--- config.mk ---
export PLATFORM = sky130hd
export DESIGN_NAME = calc_seq
export DESIGN_NICKNAME = d
export VERILOG_FILES = /design/src/rtl/calc_pkg.sv /design/src/rtl/btn_edge.sv /design/src/rtl/calc_seq.sv
export SDC_FILE = /design/constraint.sdc
export NUM_CORES = 1
export LEC_CHECK = 0
export ABC_AREA = 1
export ABC_CLOCK_PERIOD_IN_PS = 4800
export CORE_MARGIN = 8
export CORE_UTILIZATION = 58
export DETAILED_ROUTE_END_ITERATION = 12
export PLACE_DENSITY = 0.95
export SKIP_LAST_GASP = 1
export SLEW_MARGIN = 20
export SYNTH_ARGS = -nofsm -noshare
export SYNTH_HDL_FRONTEND = slang
export SYNTH_SLANG_ARGS = --single-unit
--- constraint.sdc ---
create_clock -name clk -period 4.8 [get_ports clk]
set_input_delay 0.96 -clock clk [delete_from_list [all_inputs] [get_ports clk]]
set_output_delay 0.96 -clock clk [all_outputs]
set_load 0.03 [all_outputs]
--- src/rtl/calc_pkg.sv ---
// rtl/calc_pkg.sv - shared display codes, op codes and sequencer state type
package calc_pkg;

  localparam logic [1:0] ESTATE_A   = 2'b00;
  localparam logic [1:0] ESTATE_B   = 2'b01;
  localparam logic [1:0] ESTATE_RES = 2'b10;
  localparam logic [1:0] ESTATE_OFF = 2'b11;

  localparam logic [1:0] OP_ADD = 2'd0;
  localparam logic [1:0] OP_SUB = 2'd1;
  localparam logic [1:0] OP_AND = 2'd2;
  localparam logic [1:0] OP_OR  = 2'd3;

  typedef enum logic [2:0] {
    ST_ENTER_A,
    ST_ENTER_B,
    ST_CALC,
    ST_SHOW,
    ST_BLANK
  } calc_state_t;

  // CALC shares the operand-B display code so the user keeps seeing B while the ALU works
  function automatic logic [1:0] estate_of(input calc_state_t s);
    case (s)
      ST_ENTER_A:        return ESTATE_A;
      ST_ENTER_B,
      ST_CALC:           return ESTATE_B;
      ST_SHOW:           return ESTATE_RES;
      default:           return ESTATE_OFF;
    endcase
  endfunction

endpackage

--- src/rtl/btn_edge.sv ---
// rtl/btn_edge.sv - rising-edge detector for a debounced button level
module btn_edge (
  input  logic clk,
  input  logic rst,
  input  logic btn,
  output logic pulse
);

  logic btn_q;

  always_ff @(posedge clk) begin
    if (rst) btn_q <= 1'b0;
    else     btn_q <= btn;
  end

  assign pulse = btn & ~btn_q;

endmodule

--- src/rtl/calc_seq.sv ---
// rtl/calc_seq.sv - calculator sequencer: operand entry, ALU handshake, result display, idle blanking
module calc_seq #(
  parameter int WIDTH        = 8,
  parameter int CALC_TIMEOUT = 16,
  parameter int IDLE_CYCLES  = 1_500_000_000
) (
  input  logic             clk,
  input  logic             rst,
  input  logic [WIDTH-1:0] sw,
  input  logic [1:0]       op_sel,
  input  logic             btn_enter,
  input  logic             btn_clear,
  input  logic [WIDTH-1:0] alu_result,
  input  logic             alu_err,
  input  logic             alu_done,
  output logic             alu_start,
  output logic [1:0]       alu_op,
  output logic [1:0]       estate,
  output logic [WIDTH-1:0] mem1,
  output logic [WIDTH-1:0] mem2,
  output logic [WIDTH-1:0] result,
  output logic             err
);
  import calc_pkg::*;

  localparam int CW = (CALC_TIMEOUT > 1) ? $clog2(CALC_TIMEOUT) : 1;
  localparam int IW = (IDLE_CYCLES > 1) ? $clog2(IDLE_CYCLES) : 1;
  localparam logic [CW-1:0] CALC_LAST = CW'(CALC_TIMEOUT - 1);
  localparam logic [IW-1:0] IDLE_LAST = IW'(IDLE_CYCLES - 1);

  logic enter_e, clear_e, any_e;
  calc_state_t state_q, state_d, saved_q, saved_d;
  logic [CW-1:0] calc_cnt, calc_d;
  logic [IW-1:0] idle_cnt, idle_d;
  logic idle_hit, calc_expired, counting;

  logic [WIDTH-1:0] mem1_d, mem2_d, result_d;
  logic             err_d, alu_start_d;
  logic [1:0]       alu_op_d;

  btn_edge u_enter_edge (.clk(clk), .rst(rst), .btn(btn_enter), .pulse(enter_e));
  btn_edge u_clear_edge (.clk(clk), .rst(rst), .btn(btn_clear), .pulse(clear_e));

  assign any_e        = enter_e | clear_e;
  assign idle_hit     = (idle_cnt == IDLE_LAST);
  assign calc_expired = (calc_cnt == CALC_LAST);
  assign counting     = (state_q == ST_ENTER_A) || (state_q == ST_ENTER_B) || (state_q == ST_SHOW);

  always_ff @(posedge clk) begin
    if (rst) begin
      state_q   <= ST_ENTER_A;
      saved_q   <= ST_ENTER_A;
      calc_cnt  <= '0;
      idle_cnt  <= '0;
      estate    <= ESTATE_A;
      mem1      <= '0;
      mem2      <= '0;
      result    <= '0;
      err       <= 1'b0;
      alu_op    <= 2'd0;
      alu_start <= 1'b0;
    end else begin
      state_q   <= state_d;
      saved_q   <= saved_d;
      calc_cnt  <= calc_d;
      idle_cnt  <= idle_d;
      estate    <= estate_of(state_d);
      mem1      <= mem1_d;
      mem2      <= mem2_d;
      result    <= result_d;
      err       <= err_d;
      alu_op    <= alu_op_d;
      alu_start <= alu_start_d;
    end
  end

  // Clear always outranks enter; in BLANK any press only wakes the display
  always_comb begin
    state_d = state_q;
    saved_d = saved_q;
    calc_d  = '0;
    unique case (state_q)
      ST_ENTER_A: begin
        if (clear_e)       state_d = ST_ENTER_A;
        else if (enter_e)  state_d = ST_ENTER_B;
        else if (idle_hit) begin state_d = ST_BLANK; saved_d = state_q; end
      end
      ST_ENTER_B: begin
        if (clear_e)       state_d = ST_ENTER_A;
        else if (enter_e)  state_d = ST_CALC;
        else if (idle_hit) begin state_d = ST_BLANK; saved_d = state_q; end
      end
      ST_CALC: begin
        if (clear_e)           state_d = ST_ENTER_A;
        else if (alu_done)     state_d = ST_SHOW;
        else if (calc_expired) state_d = ST_SHOW;
        else                   calc_d  = calc_cnt + 1'b1;
      end
      ST_SHOW: begin
        if (any_e)         state_d = ST_ENTER_A;
        else if (idle_hit) begin state_d = ST_BLANK; saved_d = state_q; end
      end
      ST_BLANK: begin
        if (any_e) state_d = saved_q;
      end
      default: state_d = ST_ENTER_A;
    endcase
    idle_d = (any_e || (state_d != state_q) || !counting) ? '0 : idle_cnt + 1'b1;
  end

  always_comb begin
    mem1_d      = mem1;
    mem2_d      = mem2;
    result_d    = result;
    err_d       = err;
    alu_op_d    = alu_op;
    alu_start_d = 1'b0;
    unique case (state_q)
      ST_ENTER_A: begin
        mem1_d = sw;
        if (clear_e) begin mem2_d = '0; result_d = '0; err_d = 1'b0; end
      end
      ST_ENTER_B: begin
        mem2_d = sw;
        if (clear_e) begin
          mem2_d = '0; result_d = '0; err_d = 1'b0;
        end else if (enter_e) begin
          alu_op_d    = op_sel;
          alu_start_d = 1'b1;
        end
      end
      ST_CALC: begin
        if (clear_e) begin
          mem2_d = '0; result_d = '0; err_d = 1'b0;
        end else if (alu_done) begin
          result_d = alu_result; err_d = alu_err;
        end else if (calc_expired) begin
          result_d = '1; err_d = 1'b1;
        end
      end
      ST_SHOW: begin
        if (any_e) begin mem2_d = '0; result_d = '0; err_d = 1'b0; end
      end
      default: ;
    endcase
  end

endmodule

==> qor.yml <==
status: "complete, no violations"
grt_pass1_vias: 3423
port_buffers: 53
h-tree-depth: 3
p_comb_share_pct: 11.4
fin_crit_sh_pct: 49.4
critical_path_arrival_ps: 1410
syn_inst: 496
worst-path-max-fanout: 2
num_antenna_cells: 0
required_ps: 3840
path_buf_inv: 1
wl_per_cell_um: 14.6
setup_viol: 0
p_int_mw: 0.978
syn_area_mm2: 0.00354
path_class: "register to output port"
fin_setup_tns_ps: 0
peakVddDrop_mv: 0.235
fp.dieW_um: 94.1
switchingPower_mw: 0.349
fin_total_pwr_mw: 1.33
layout_common_cells: "nand2_1 (101), nor2_1 (80), dfxtp_1 (73)"
layout.nets: 578
cts_resized: 0
area_growth_pct: 23.0
hp-class: "register to register"
grt_pass1_wl_um: 15100
cp_top_family: "buffers and inverters"
globalRoute.totalOverflow: 0
grt.total_usage_pct: 21.4
synthDistinctLibCells: 39
rsz0062_at_grt: "no"
clk_latency_ps: 360
grt_antenna_before_repair: 0
slowest_delay_ps: 690
synth-warning-count: 0
antenna_left: 0
postCtsSetupBuffers: 0
period_needed_ps: 2370
numCtsBuffers: 9
synth_top_cell_by_area: "dfxtp_1"
skew_ps: 9.81
cts_buffer_depth: 2
slew_violations: 0
die_y_um: 94.1
power.density_mw_per_mm2: 305
syn_area_per_cell_um2: 7.13
place_congestion: 0.966
coreArea_mm2: 0.00592
swShare_pct: 26.3
holdBufCountCts: 0
drt-total-wl_um: 9220
initial_utilization_pct: 59.7
crit_chain: "clkdlybuf4s50_1"
pwr-share-clk_pct: 41.0
finalHoldViolations: 0
seq_power_share_pct: 47.6
synth_nets: 522
dp.cells: 616
stdcell_count: 632
yosysSeqAreaShare_pct: 41.3
cts.sinks: 73
drv_cap: 0
worstSetupEndpointType: "output port"
dieArea_mm2: 0.00885
ios: 54
slowest_stage: "clkdlybuf4s50_1"
firstDrtPassIters: 7
layout_commonest_cell: "nand2_1"
clk_pin_slew_worst_paths_ps: 90
route.vias.total: 3520
fmax_ghz: 0.422
maxSlewHeadroom_pct: 49.1
max_slew.worst_pin.slew_ps: 763
grt_max_degree: 32
p_leak_nw: 1.64
dpl.hpwl_um: 6720
synth.ff_latch_count: 73
synth_area_leaders: "dfxtp_1 (41%), nand2_1 (11%), nor2_1 (8.5%)"
critPathLaunchType: "register"
drive_above_1_share_pct: 10.2
cts_root_buf: "clkbuf_8"
vias_per_cell: 5.57
drtIter0Drc: 219
tritoncts: "yes"
yosys.area.top_type_share_pct: 41.3
rows: 28
drc_errors: 0
==> cell usage after synthesis <==
cell type and count:
clkbuf_1 4, nor2_8 1, o21a_1 1, a31oi_1 1
nand3b_1 8, buf_6 1, inv_4 1, and3_1 1
or3_1 1, nor2_1 80, or2_2 1, inv_2 10
nor3b_1 3, xor2_1 8, o31ai_1 1, nor2_2 5
or2_4 1, nor3_1 14, inv_1 47, nand4_1 15
o21ai_1 1, clkbuf_2 2, a21oi_1 47, dfxtp_1 73
nor2_4 3, nand2_1 101, o21ai_0 16, buf_2 3
nor3b_2 2, nor3_4 2, nand2_2 5, o21ai_2 1
or2_0 5, xnor2_1 4, inv_6 1, nand3_1 18
nor3_2 2, ha_1 2, nand2_4 4
==> worst paths after layout <==
check	start	endpoint	slack [ps]	cells after the start
hold reg to reg	calc_cnt[0]	calc_cnt[0]	460	1
setup / recovery	result[3]	result[3]	2430	1
setup reg to reg	idle_cnt[0]	idle_cnt[18]	2880	9
hold / removal	calc_cnt[0]	calc_cnt[0]	460	1
==> power groups by stage <==
stage	combinational (mW)	sequential [mW]	clock, mW
floorplan	0.0647	0.667	0
global placement	0.143	0.645	0
detailed placement	0.149	0.645	0
CTS	0.150	0.631	0.553
global route	0.162	0.633	0.579
finish	0.151	0.631	0.544
==> sequential cells by signal (all words and copies together) (netlist names), 3 cells and up <==
register	cells
mem2	8
state_q	3
idle_cnt	31
result	8
saved_q	3
mem1	8
calc_cnt	4
==> layout make-up <==
| cell class | instances | area, um2 |
|---|---|---|
| Fill cell | 422 | 1570 |
| Clock inverter | 7 | 100 |
| Inverter | 59 | 229 |
| Tap cell | 75 | 93.8 |
| Clock buffer | 9 | 124 |
| Timing Repair Buffer | 55 | 546 |
| Sequential cell | 73 | 1460 |
| Multi-Input combinational cell | 354 | 1790 |
==> metrics by stage <==
stage / utilization (%) / instance area (um2) / hold WS [ps] / setup WS, ps
floorplan: - / 3540 / 418 / 2780
global placement: 69.7 / 4120 / 430 / 2170
detailed placement: 69.7 / 4120 / 446 / 2100
CTS: 73.4 / 4350 / 463 / 2410
global route: 73.4 / 4350 / 476 / 2350
finish: 73.4 / 4350 / 465 / 2430
==> metal layers <==
metal | vias up | wire length [um] | GRT usage (%)
li1 | 1714 | - | -
met1 | 1615 | 3730 | 23.0
met2 | 154 | 4600 | 36.7
met3 | 37 | 589 | 6.55
met4 | 0 | 298 | 11.2
met5 | - | 0 | 0
==> cells by family after synthesis <==
group / after synthesis / share of synthesized area [%]
adders and majority gates: 2 / 0.708
AOI/OAI and AO/OA: 68 / 9.91
and+or+nand+nor: 272 / 37.2
DFF: 73 / 41.3
buffers and inverters: 69 / 7.93
xor gates and xnor gates: 12 / 2.97
==> worst register-to-register path, cell delays in order, from the launching register on <==
cell	delay, ps
dfxtp_1	430
ha_1	220
nand2_2	90
nor2_4	160
nand2_4	100
nor2_1	140
nand2_1	110
nand3_1	90
buf_4	330
nor3_1	120
No activity file was read; power rests on OpenSTA's default activity.
